<file path="src/rtl/ext_bus_ctrl.sv">
`default_nettype none
// ============================================================================
//  Module   : ext_bus_ctrl
//  Purpose  : Serialises CPU reads/writes into byte beats on the 8-bit pin bus,
//             with programmable read turnaround and ROM-write error response.
//  Revision : 1.0 - initial release
// ============================================================================
module ext_bus_ctrl #(
  parameter int ADDR_W   = 8,
  parameter int DATA_W   = 8,
  parameter int WAIT_CYC = 1
) (
  input  logic              clk,
  input  logic              reset,
  input  logic              req,
  input  logic              we,
  input  logic              sel_ram,
  input  logic [ADDR_W-1:0] addr,
  input  logic [DATA_W-1:0] wdata,
  output logic              busy,
  output logic              ready,
  output logic              err,
  output logic [DATA_W-1:0] rdata,
  input  logic [7:0]        bus_in,
  output logic [7:0]        bus_out,
  output logic              bus_oe,
  output logic              strobe,
  output logic              addr_data,
  output logic              rom_ram
);

  localparam int         c_AB        = (ADDR_W + 7) / 8;
  localparam int         c_DB        = DATA_W / 8;
  localparam logic [3:0] c_AB_LAST   = 4'(c_AB - 1);
  localparam logic [3:0] c_DB_LAST   = 4'(c_DB - 1);
  localparam logic [3:0] c_TURN_LAST = (WAIT_CYC > 0) ? 4'(WAIT_CYC - 1) : 4'd0;
  localparam logic       c_HAS_TURN  = (WAIT_CYC > 0);

  typedef enum logic [2:0] {
    S_IDLE  = 3'd0,
    S_ADDR  = 3'd1,
    S_TURN  = 3'd2,
    S_DATA  = 3'd3,
    S_DONE  = 3'd4,
    S_FAULT = 3'd5
  } state_t;

  state_t              r_state, w_state_nxt;
  logic [3:0]          r_cnt, w_cnt_nxt;
  logic                r_we, w_we_nxt;
  logic                r_sel, w_sel_nxt;
  logic [ADDR_W-1:0]   r_addr, w_addr_nxt;
  logic [DATA_W-1:0]   r_wdata, w_wdata_nxt;
  logic [DATA_W-1:0]   r_rdata, w_rdata_nxt;
  logic [c_AB*8-1:0]   w_addr_pad;
  logic [7:0]          w_abyte, w_dbyte;

  logic                r_busy, r_ready, r_err, r_oe, r_strobe, r_ad;
  logic [7:0]          r_bus_out;
  logic                w_busy, w_ready, w_err, w_oe, w_strobe, w_ad;
  logic [7:0]          w_bus_out;

  always_comb begin
    w_state_nxt = r_state;
    w_cnt_nxt   = r_cnt;
    w_we_nxt    = r_we;
    w_sel_nxt   = r_sel;
    w_addr_nxt  = r_addr;
    w_wdata_nxt = r_wdata;
    w_rdata_nxt = r_rdata;
    case (r_state)
      S_IDLE: begin
        if (req) begin
          w_we_nxt    = we;
          w_sel_nxt   = sel_ram;
          w_addr_nxt  = addr;
          w_wdata_nxt = wdata;
          w_cnt_nxt   = 4'd0;
          w_state_nxt = S_ADDR;
        end
      end
      S_ADDR: begin
        if (r_cnt == c_AB_LAST) begin
          w_cnt_nxt = 4'd0;
          if (r_we && !r_sel)  w_state_nxt = S_FAULT;
          else if (r_we)       w_state_nxt = S_DATA;
          else if (c_HAS_TURN) w_state_nxt = S_TURN;
          else                 w_state_nxt = S_DATA;
        end else begin
          w_cnt_nxt = r_cnt + 4'd1;
        end
      end
      S_TURN: begin
        if (r_cnt == c_TURN_LAST) begin
          w_cnt_nxt   = 4'd0;
          w_state_nxt = S_DATA;
        end else begin
          w_cnt_nxt = r_cnt + 4'd1;
        end
      end
      S_DATA: begin
        // Read beats land in rdata as they arrive, LSB byte first.
        if (!r_we) begin
          for (int k = 0; k < c_DB; k++) begin
            if (r_cnt == 4'(k)) w_rdata_nxt[k*8 +: 8] = bus_in;
          end
        end
        if (r_cnt == c_DB_LAST) begin
          w_cnt_nxt   = 4'd0;
          w_state_nxt = S_DONE;
        end else begin
          w_cnt_nxt = r_cnt + 4'd1;
        end
      end
      default: w_state_nxt = S_IDLE;
    endcase
  end

  // Outputs are decoded from the upcoming state so they register in step with it.
  always_comb begin
    w_addr_pad               = '0;
    w_addr_pad[ADDR_W-1:0]   = w_addr_nxt;
    w_abyte                  = 8'h00;
    w_dbyte                  = 8'h00;
    for (int k = 0; k < c_AB; k++) begin
      if (w_cnt_nxt == 4'(k)) w_abyte = w_addr_pad[k*8 +: 8];
    end
    for (int k = 0; k < c_DB; k++) begin
      if (w_cnt_nxt == 4'(k)) w_dbyte = w_wdata_nxt[k*8 +: 8];
    end

    w_busy    = 1'b0;
    w_ready   = 1'b0;
    w_err     = 1'b0;
    w_oe      = 1'b0;
    w_strobe  = 1'b0;
    w_ad      = 1'b0;
    w_bus_out = 8'h00;
    case (w_state_nxt)
      S_ADDR: begin
        w_busy    = 1'b1;
        w_bus_out = w_abyte;
        w_oe      = 1'b1;
        w_strobe  = 1'b1;
        w_ad      = 1'b1;
      end
      S_TURN: w_busy = 1'b1;
      S_DATA: begin
        w_busy   = 1'b1;
        w_strobe = 1'b1;
        if (w_we_nxt) begin
          w_bus_out = w_dbyte;
          w_oe      = 1'b1;
        end
      end
      S_DONE:  w_ready = 1'b1;
      S_FAULT: w_err   = 1'b1;
      default: ;
    endcase
  end

  always_ff @(posedge clk) begin
    if (reset) begin
      r_state   <= S_IDLE;
      r_cnt     <= 4'd0;
      r_we      <= 1'b0;
      r_sel     <= 1'b0;
      r_addr    <= '0;
      r_wdata   <= '0;
      r_rdata   <= '0;
      r_busy    <= 1'b0;
      r_ready   <= 1'b0;
      r_err     <= 1'b0;
      r_oe      <= 1'b0;
      r_strobe  <= 1'b0;
      r_ad      <= 1'b0;
      r_bus_out <= 8'h00;
    end else begin
      r_state   <= w_state_nxt;
      r_cnt     <= w_cnt_nxt;
      r_we      <= w_we_nxt;
      r_sel     <= w_sel_nxt;
      r_addr    <= w_addr_nxt;
      r_wdata   <= w_wdata_nxt;
      r_rdata   <= w_rdata_nxt;
      r_busy    <= w_busy;
      r_ready   <= w_ready;
      r_err     <= w_err;
      r_oe      <= w_oe;
      r_strobe  <= w_strobe;
      r_ad      <= w_ad;
      r_bus_out <= w_bus_out;
    end
  end

  assign busy      = r_busy;
  assign ready     = r_ready;
  assign err       = r_err;
  assign rdata     = r_rdata;
  assign bus_out   = r_bus_out;
  assign bus_oe    = r_oe;
  assign strobe    = r_strobe;
  assign addr_data = r_ad;
  assign rom_ram   = r_sel;

endmodule
`default_nettype wire

</file>
<file path="config.mk">
export PLATFORM = sky130hd
export DESIGN_NAME = ext_bus_ctrl
export DESIGN_NICKNAME = d
export VERILOG_FILES = /design/src/rtl/ext_bus_ctrl.sv
export SDC_FILE = /design/constraint.sdc
export NUM_CORES = 1
export LEC_CHECK = 0
export CORE_MARGIN = 2
export CORE_UTILIZATION = 53
export DETAILED_ROUTE_END_ITERATION = 16
export GPL_TIMING_DRIVEN = 0
export PLACE_DENSITY = 0.83
export SYNTH_ARGS = -nofsm -noshare
export SYNTH_HDL_FRONTEND = slang
export SYNTH_SLANG_ARGS = --single-unit
</file>
<file path="constraint.sdc">
create_clock -name clk -period 3.05 [get_ports clk]
set_input_delay 0.61 -clock clk [delete_from_list [all_inputs] [get_ports clk]]
set_output_delay 0.61 -clock clk [all_outputs]
set_load 0.05 [all_outputs]
</file>
Word-level counts from Yosys, hierarchy flattened
Index checks and enable logic that the tools add are counted.
{"block": "word_totals", "reg_bits": 47, "out_inout_bits": 23, "wordCells": 61}
{"block": "classes", "addsub": 1, "eq_ne": 8, "muxes": 27, "bitwise": 1, "reduce_logical": 10}
{"op": "8-bit 2-to-1 mux", "n": 7}
{"op": "8-bit one-hot mux with 2 select lines", "n": 1}
{"op": "3-bit 2-to-1 mux", "n": 5}
{"op": "3-bit by 2-bit == test with 1-bit output (second input constant)", "n": 4}
{"op": "3-bit one-hot mux with 4 select lines", "n": 1}
{"op": "1-bit 2-to-1 mux", "n": 9}
{"op": "4-bit logical NOT", "n": 2}
{"op": "4-bit 2-to-1 mux", "n": 2}
{"op": "4-bit one-hot mux with 2 select lines", "n": 1}
{"op": "3-bit by 1-bit == test with 1-bit output (second input constant)", "n": 2}
{"op": "3-bit == test (second input constant)", "n": 2}
{"op": "3-bit OR reduction", "n": 2}
{"op": "4-bit by 1-bit adder with 4-bit output (second input constant)", "n": 1}
{"op": "3-bit logical NOT", "n": 1}
{"op": "3-bit AND reduction", "n": 1}
{"op": "1-bit one-hot mux with 2 select lines", "n": 1}
{"op": "2-bit AND reduction", "n": 1}
{"op": "2-bit OR reduction", "n": 1}
{"op": "1-bit logical AND", "n": 1}
{"op": "1-bit logical NOT", "n": 1}
{"op": "1-bit inverter", "n": 1}

Logic depth before layout (Yosys ltp)
Gate-level depths: netlist of run 1.
{"block": "logic_depth", "word_depth": 8, "ltp_mapped": 8, "ltp_nobuf": 6}

Worst setup path before layout of run 1
No wires, ideal clock.
{"block": "synth_path", "path_type": "input to register", "from": "in req", "to": "reg r_rdata[7] (netlist: rdata[7])", "setup_time_ns": 0.071, "arrival_ns": 1.844, "path_slack_ns": 1.135, "cell_stages": 6, "n_path_buf": 2, "cell_sequence": "nor4b_4 buf_6 buf_12 mux2i_1 nand3_1 a21oi_1"}
{"item": "start, declared", "line_no": "15", "source": "input logic req,"}
{"item": "end signal, assigned", "line_no": "185", "source": "r_rdata <= w_rdata_nxt;"}
{"item": "end, declared", "line_no": "54", "source": "logic [DATA_W-1:0] r_rdata, w_rdata_nxt;"}

==> results by group, run 1 <==
Route
  • DR WL met2: 2240 µm
  • Metal3 WL: 263 µm
  • DR WL/cell: 15.2 µm
  • Final ANT Viol Nets: 0
  • DR top layer: met4
  • Initial drt markers: 117
  • Via/cell ratio: 5.47
  • Initial DRT Pass Iterations: 4
  • WL final: 4900 µm
  • Met1 wire length: 2350 µm
  • Drc violations: 0
  • Vias: 1767

Synthesis
  • Synth unique cells: 43
  • Commonest cells post-synth: 47 x dfxtp_1, 22 x nor2_1, 12 x a21oi_1
  • Average size of a mapped cell: 9.90 µm²
  • Mapped Cells: 215
  • EDFF count, synth: 0
  • Cell Area, Synth: 0.00213 mm²
  • Ys flop type: dfxtp_1
  • Post-Syn Nets: 246
  • Post-synth top area cell: dfxtp_1
  • Synth warn: 0
  • Sequential-to-total area share from yosys stat: 44.2%
  • Most common cell in the netlist: dfxtp_1
  • Synth top area cells: dfxtp_1 44%, a2111oi_2 5.6%, mux2_2 4.8%
  • Share of the synthesized area in the top cell type: 44.2%
  • #FFs+latches synth: 47
  • Asr flop ratio synth: 0%

Clock network
  • CTS clock-pin slew for the worst setup and hold paths: 0.08 ns
  • Worst-Skew Late Latency: 0.31 ns
  • Clk root buf: clkbuf_8
  • Resized Gates After CTS: 0
  • CTS H-tree depth: 2
  • Post-CTS Setup Inserts: 0
  • Hold Buf Count CTS: 0
  • CTS tree: done
  • Max Root-Sink Buffers: 2
  • Clock sink total: 47
  • Total CTS buffers: 5

STA
  • Final Max Slew Viols: 0
  • RSZ-0062 raised after global routing: no
  • Final min period: 2.47 ns
  • Final setup vio count: 0
  • Final period util: 81.0%
  • Worst Tran Pin Value: 0.703 ns
  • Worst setup margin: 0.578 ns
  • Final Skew: 0.00891 ns
  • Fmax: 0.405 GHz
  • Final hold violation count: 0
  • TNS Setup: 0 ns
  • Slew headroom: 51.8%

Floorplanning
  • DIE WIDTH: 67.4 µm
  • Die H: 67.4 µm
  • Number of cell rows: 23
  • Core region area: 0.00394 mm²
  • DIE AREA: 0.00454 mm²
  • Starting Density: 54.0%
  • I/O Pins: 52

Placed design
  • Port Buffers: 50
  • DP Wirelength: 3540 µm
  • Placed cells: 315
  • Final GP Congestion: 0.789
  • Pre-CTS setup slack: 0.225 ns

Status
  • Outcome: finished clean

Worst setup path
  • Worst-path maximum fanout: 10
  • Crit path launch type: input port
  • Crit end category: flop
  • CP Class: in2reg
  • R2R setup slack: 0.79 ns
  • Reg2reg path depth: 7
  • Critical Path RT: 3.28 ns
  • Worst EP arrival: 2.71 ns

Final layout
  • Layout cells sized above 1: 15.0%
  • N_diodes: 0
  • Total Nets Final: 303
  • Seq. cell area: 941 µm²
  • Syn-to-layout area delta: 32.2%
  • Fillers: 315
  • Final core occ: 71.3%
  • Area of the multi-input gates: 0.00107 mm²
  • Finished Layout Cells: 323

GRT
  • Vias in the first global route: 1597
  • Initial antenna violation count: 0
  • Gr ovfl total: 0
  • GRT Util Overall: 23.1%
  • Largest net degree at the start of global routing: 16
  • Global-route wire length before repair: 7710 µm

Flow run
  • Number of max-cap violations: 0

Power
  • Pleak: 1.01 nW
  • Power per Cell Area: 610 mW/mm²
  • VDD IR max: 335 µV

Min path
  • Cells on Worst Hold Path: 2
  • Hold Path Class: reg2reg
[cell families (layout without fill, tap and decap cells)]
family | count (synthesis) | after routing | share of synthesized area, %
buffers and inverters | 20 | 78 | 5.35
and+or+nand+nor | 77 | 77 | 21.4
AOI/OAI and AO/OA | 50 | 50 | 18.4
DFF | 47 | 47 | 44.2
muxes | 19 | 19 | 9.47
adders and majority gates | 2 | 2 | 1.18
[path summary, 6_finish.rpt]
check | endpoint | start
max | rdata[7]$_SDFFE_PP0P_ | req
min reg2reg | rdata[7]$_SDFFE_PP0P_ | rdata[7]$_SDFFE_PP0P_
min | rdata[7]$_SDFFE_PP0P_ | rdata[7]$_SDFFE_PP0P_
max reg2reg | bus_out[7]$_SDFF_PP0_ | r_cnt[0]$_SDFF_PP0_
[metrics by stage]
step | power, mW | cell area [µm²] | hold slack, ns
floorplan | 1.08 | 2130 | 0.448
global placement | 1.22 | 2690 | 0.460
detailed placement | 1.24 | 2690 | 0.468
CTS | 1.72 | 2810 | 0.484
global route | 1.78 | 2810 | 0.504
finish | 1.72 | 2810 | 0.483
[state kept, by name, indices dropped and copies added (netlist names), 3 cells and up]
signal and count:
r_state 3, bus_out 8, r_wdata 8, r_cnt 4, r_addr 8, rdata 8
[layer usage]
layer	track usage, %	up-vias
li1	-	892
met1	32.3	823
met3	6.50	5
met5	0	-
met4	6.12	0
met2	34.9	47
[placed cells by master (no fill, tap or decap), types with 3 or more instances in the layout]
cell type        Yosys  final
a2111oi_2            8      8
o211ai_1             8      8
mux2_2               9      9
mux2i_1             10     10
or2_1                3      3
nor2b_1             11     11
nor2_1              22     22
a21oi_1             12     12
o21ai_0             11     11
or2_2                3      3
inv_1                6      6
clkbuf_1             5      5
dfxtp_1             47     47
clkbuf_8             0      6
nand2_1              3      3
or2_0                4      4
clkdlybuf4s50_1      0     50
nand3_1             11     11
a311oi_1             3      3
nor3_1               6      6
[worst max-delay path, stage by stage]
cell and delay, ns:
clkdlybuf4s50_1 0.54, nor4b_4 0.27, buf_6 0.21, buf_12 0.15, mux2i_1 0.62, nand3_1 0.16, a21oi_1 0.15
[cell type report]
type | instances | share of cell area [%]
inverters | 6 | 0.801
plain buffers | 14 | 3.25
multi-input cells | 148 | 38.2
repair buffers | 50 | 17.8
clock inverters | 2 | 1.38
clock buffers | 6 | 2.94
well taps | 50 | 2.22
flip-flops and latches | 47 | 33.5
[power by group]
group          total (mW)  switching (mW)  leakage (nW)  internal, mW
sequential          0.696          0.0249         0.383         0.671
combinational       0.528           0.307         0.565         0.221
clock               0.492           0.222        0.0618         0.270
Note: power is estimated with default switching activity, not from simulation.
==> run 2, diff against run 1 <==
- CORE_UTILIZATION: 53 -> 44
- PLACE_DENSITY: 0.83 -> 0.73
- clock period: 3.05 -> 2.1 ns (I/O delays scaled with it)
==> run 2 against run 1 <==
Non-clock buffer count grew 4. Final area grew 2.2%. Worst setup slack lost 0.42 ns. Clock-buffer cell count is the same. Hold slack lost 0.034 ns. Sequential share of layout area shrank 0.64 points.
==> results by group, run 2 (synthesis gave the netlist of run 1 again) <==
Floorplanning
  • Die H: 73.6 µm
  • Core region area: 0.00469 mm²
  • DIE AREA: 0.00541 mm²
  • Number of cell rows: 25
  • I/O Pins: 52
  • DIE WIDTH: 73.6 µm
  • Starting Density: 45.4%

GRT
  • Largest net degree at the start of global routing: 15
  • Initial antenna violation count: 0
  • Vias in the first global route: 1627
  • M3 GR Usage: 3.98%
  • Grt peak-use layer: met2
  • Met2 Usage GRT: 27.9%
  • Met1 usage: 26.2%
  • GRT Util Overall: 18.7%
  • Gr ovfl total: 0
  • Global-route wire length before repair: 7680 µm

Worst setup path
  • Worst-path maximum fanout: 9
  • CP cell instances: inv_1 -> ha_1 -> nand4bb_1 -> buf_2 -> a21oi_2 -> or2_2 -> a2111oi_2
  • R2R setup slack: 0.16 ns
  • Max stage delay cell, worst path: dfxtp_2
  • CP Depth: 7
  • Reg2reg path depth: 7
  • Crit-path max cell delay: 0.39 ns
  • CP Class: reg2reg
  • Worst EP arrival: 2.16 ns
  • Family with the most delay on the worst path: compound AO/OA/AOI/OAI gates
  • Setup crit start: r_cnt[0]$_SDFF_PP0_
  • Crit path launch type: flop
  • Worst setup path end: bus_out[6]$_SDFF_PP0_
  • Crit end category: flop
  • Launch point of the worst reg-to-reg path: r_cnt[0]$_SDFF_PP0_
  • Critical Path RT: 2.31 ns
  • CP bufs+invs: 2
  • RR Endpoint: bus_out[6]$_SDFF_PP0_

STA
  • RSZ-0062 raised after global routing: no
  • Final Max Slew Viols: 0
  • Worst Tran Pin Value: 0.549 ns
  • TNS Setup: 0 ns
  • Final min period: 1.94 ns
  • Final Skew: 0.00577 ns
  • Fmax: 0.515 GHz
  • Worst setup margin: 0.156 ns
  • Final period util: 92.6%
  • Final setup vio count: 0
  • Final hold violation count: 0
  • Final Hold Slack: 0.449 ns
  • Slew headroom: 63.2%

Route
  • WL final: 4850 µm
  • Initial drt markers: 136
  • DR WL/cell: 14.7 µm
  • Final ANT Viol Nets: 0
  • Drc violations: 0
  • Initial DRT Pass Iterations: 4
  • Vias: 1752
  • Via/cell ratio: 5.29

Final layout
  • Syn-to-layout area delta: 35.1%
  • Final instance area: 0.00288 mm²
  • Layout cells sized above 1: 18.8%
  • Most common cell after layout, fill and taps aside: clkdlybuf4s50_1
  • Finished Layout Cells: 331
  • N_diodes: 0
  • Most frequent cells in the layout: 49 x clkdlybuf4s50_1, 45 x dfxtp_1, 21 x nor2_1
  • Fillers: 407
  • Total Nets Final: 307

Power
  • VDD IR max: 373 µV
  • Pleak: 1.04 nW
  • Seq pwr share: 42.8%
  • Clock Power Share: 22.9%
  • NetSw: 0.801 mW
  • Switch share: 33.9%
  • Combinational share of power: 34.3%
  • Power per Cell Area: 822 mW/mm²
  • Internal power: 1.56 mW

Placed design
  • DP Wirelength: 3440 µm
  • Pre-CTS setup slack: -0.563 ns
  • Final GP Congestion: 0.850
  • Port Buffers: 50
  • Area after DPL: 0.00270 mm²
  • Placed cells: 319

Flow run
  • Number of max-cap violations: 0

Clock network
  • CTS tree: done
  • CTS clock-pin slew for the worst setup and hold paths: 0.09 ns
  • Clock sink total: 47
  • Worst-Skew Late Latency: 0.31 ns
  • Max Root-Sink Buffers: 2
  • Total CTS buffers: 5
  • CTS H-tree depth: 2
  • Clk root buf: clkbuf_8

Min path
  • HP Start: reset
  • Hold Path Class: in2reg

Status
  • Outcome: finished clean
run 2: how the worst min path moves through the flow:
stage | to | slack (ns) | cells after the start
after floorplan | r_addr[6]$_SDFF_PP0_ | 0.45 | 2
after detailed placement | rdata[5]$_SDFFE_PP0P_ | 0.47 | 2
after global routing | r_wdata[0]$_SDFF_PP0_ | 0.47 | 2
final | r_wdata[0]$_SDFF_PP0_ | 0.45 | 2
after CTS | r_wdata[0]$_SDFF_PP0_ | 0.45 | 2
after global placement | r_addr[6]$_SDFF_PP0_ | 0.46 | 2
run 2: final cells by class:
cell class / instances / area, µm² / area share, %
Buffer: 14 / 98.8 / 3.44
Clock buffer: 6 / 72.6 / 2.52
Timing Repair Buffer: 54 / 533 / 18.5
Clock inverter: 2 / 12.5 / 0.435
Multi-Input combinational cell: 148 / 1120 / 39.1
Inverter: 6 / 22.5 / 0.783
Sequential cell: 47 / 943 / 32.8
Tap cell: 54 / 67.6 / 2.35
run 2: power groups by stage:
stage | clock network, mW | logic [mW] | registers (mW)
2_1_floorplan | 0 | 0.405 | 1.17
3_3_place_gp | 0 | 0.757 | 1.03
3_5_place_dp | 0 | 0.764 | 1.03
4_1_cts | 0.551 | 0.775 | 1.01
5_1_grt | 0.589 | 0.870 | 1.02
6_report | 0.541 | 0.810 | 1.01
run 2: routing by layer:
| layer | wire length (µm) | part of all wire, % |
|---|---|---|
| met3 | 169 | 3.5 |
| met1 | 2350 | 48 |
| met5 | 0 | 0 |
| met2 | 2250 | 46 |
| met4 | 82 | 1.7 |
run 2: repair_timing:
action                                  CTS  global route
hold buffers                              0             0
setup buffers                             0             4
endpoints found under the setup margin   21            18
hold endpoints to repair                  0             0
gates resized for setup                   4            12
pin swaps                                 0             1
run 2: through the flow:
stage	utilization (%)	total power [mW]
after detailed placement	57.5	1.79
final	61.3	2.36
after global routing	61.3	2.48
after global placement	57.5	1.79
after floorplan	-	1.57
after CTS	59.8	2.34
==> run 3, diff against run 2 <==
- ABC_CLOCK_PERIOD_IN_PS: default -> 2200
- CORE_ASPECT_RATIO: default -> 0.75
- CORE_UTILIZATION: 44 -> 49
- PLACE_DENSITY: 0.73 -> 0.77
- clock period: 2.1 -> 2.2 ns (I/O delays scaled with it)
==> run 3 against run 2 <==
Critical path depth down 1. Power down 3.7%. First-iteration DRC count down 20%. Register-to-register slack worse by 0.04 ns. Non-clock buffer count unchanged. Utilization up 8.9 points. Final area up 0.13%. Routed wire length up 0.82%. Clock-buffer cell count unchanged. Clock power down 4%. Cell count unchanged.
==> results by group, run 3 (synthesis gave the netlist of run 1 again) <==
Worst setup path
  • Crit path launch type: flop
  • Worst setup path end: bus_out[1]$_SDFF_PP0_
  • Family with the most delay on the worst path: compound AO/OA/AOI/OAI gates
  • RR Endpoint: bus_out[1]$_SDFF_PP0_
  • CP Depth: 6
  • Critical Path RT: 2.40 ns
  • CP cell instances: inv_1 -> ha_1 -> nor3b_4 -> nor2_1 -> o32a_1 -> a2111oi_2
  • Max stage delay cell, worst path: o32a_1
  • Launch point of the worst reg-to-reg path: r_cnt[0]$_SDFF_PP0_
  • CP bufs+invs: 1
  • R2R setup slack: 0.11 ns
  • Crit-path max cell delay: 0.50 ns
  • CP Class: reg2reg
  • Crit end category: flop
  • Worst-path maximum fanout: 8
  • Setup crit start: r_cnt[0]$_SDFF_PP0_
  • Reg2reg path depth: 6
  • Worst EP arrival: 2.28 ns

Final layout
  • Most common cell after layout, fill and taps aside: clkdlybuf4s50_1
  • Finished Layout Cells: 331
  • Layout cells sized above 1: 17.8%
  • Total Nets Final: 307
  • Fillers: 338
  • Most frequent cells in the layout: 50 x clkdlybuf4s50_1, 46 x dfxtp_1, 21 x nor2_1
  • Syn-to-layout area delta: 35.3%
  • N_diodes: 0
  • Final core occ: 70.2%

GRT
  • Vias in the first global route: 1648
  • Global-route wire length before repair: 7940 µm
  • Largest net degree at the start of global routing: 14
  • Gr ovfl total: 0
  • GRT Util Overall: 21.4%
  • Initial antenna violation count: 0

Power
  • VDD IR max: 521 µV
  • Power per Cell Area: 790 mW/mm²
  • Pwr Total: 2.28 mW
  • Pleak: 1.03 nW

Clock network
  • Total CTS buffers: 5
  • Max Root-Sink Buffers: 2
  • CTS tree: done
  • Worst-Skew Late Latency: 0.30 ns
  • Clock sink total: 47
  • CTS H-tree depth: 2
  • Clk root buf: clkbuf_8
  • Hold Buf Count CTS: 0
  • CTS clock-pin slew for the worst setup and hold paths: 0.09 ns

STA
  • TNS Setup: 0 ns
  • RSZ-0062 raised after global routing: no
  • Final setup vio count: 0
  • Final Skew: 0.00977 ns
  • Worst setup margin: 0.114 ns
  • Slew headroom: 59.2%
  • Final min period: 2.09 ns
  • Fmax: 0.479 GHz
  • Final hold violation count: 0
  • Final Max Slew Viols: 0
  • Worst Tran Pin Value: 0.612 ns
  • Final period util: 94.8%

Placed design
  • Placed cells: 320
  • Port Buffers: 50
  • Pre-CTS setup slack: -0.459 ns
  • DP Wirelength: 3450 µm
  • Final GP Congestion: 0.812

Route
  • Vias: 1792
  • DR WL/cell: 14.8 µm
  • Drc violations: 0
  • Final ANT Viol Nets: 0
  • Initial DRT Pass Iterations: 5
  • WL final: 4890 µm
  • Initial drt markers: 109
  • Via/cell ratio: 5.41

Min path
  • Hold Path Class: reg2reg

Floorplanning
  • DIE WIDTH: 80.1 µm
  • I/O Pins: 52
  • DIE AREA: 0.00489 mm²
  • Core region area: 0.00410 mm²
  • Number of cell rows: 20
  • Die H: 61.1 µm
  • Starting Density: 51.9%

Flow run
  • Number of max-cap violations: 0

Status
  • Outcome: finished clean
-- run 3: area by class of cell --
cell class              count  area (µm²)  share of cell area, %
plain buffers              14        95.1                   3.30
clock inverters             1        5.00                  0.174
clock buffers               6        82.6                   2.87
inverters                   6        22.5                  0.782
multi-input cells         148        1120                   38.9
repair buffers             54         543                   18.9
well taps                  55        68.8                   2.39
flip-flops and latches     47         942                   32.7
-- run 3: worst min-delay path by stage --
stage,startpoint,endpoint,cells after the start
2_1_floorplan,r_addr[6]$_SDFF_PP0_,r_addr[6]$_SDFF_PP0_,2
3_3_place_gp,r_addr[6]$_SDFF_PP0_,r_addr[6]$_SDFF_PP0_,2
3_5_place_dp,rdata[2]$_SDFFE_PP0P_,rdata[2]$_SDFFE_PP0P_,2
4_1_cts,rdata[2]$_SDFFE_PP0P_,rdata[2]$_SDFFE_PP0P_,2
5_1_grt,rdata[6]$_SDFFE_PP0P_,rdata[6]$_SDFFE_PP0P_,2
6_report,rdata[2]$_SDFFE_PP0P_,rdata[2]$_SDFFE_PP0P_,2
-- run 3: worst min-delay path: stages, from the launching register on --
cell and delay [ns]:
dfxtp_1 0.31, o21ai_0 0.06, a21oi_1 0.06
-- run 3: per-stage QoR --
step / hold slack [ns] / cell area [µm²]
5_1_grt: 0.500 / 2880
4_1_cts: 0.478 / 2790
3_3_place_gp: 0.462 / 2700
3_5_place_dp: 0.467 / 2700
6_report: 0.479 / 2880
2_1_floorplan: 0.448 / 2130
-- run 3: metal layers --
metal,global-route usage [%],wire length (µm)
met1,30.9,2430
met2,32.1,2030
met3,5.43,377
met4,6.54,57
met5,0,0
-- run 3: repair_timing --
item                       CTS  global route
pin swaps                    1             1
setup endpoints to repair   18            16
resized for setup            2             9
setup buffers                0             4
-- run 3: power breakdown --
group          switching, mW  internal, mW
logic                  0.440         0.347
registers             0.0357         0.930
clock network          0.275         0.247
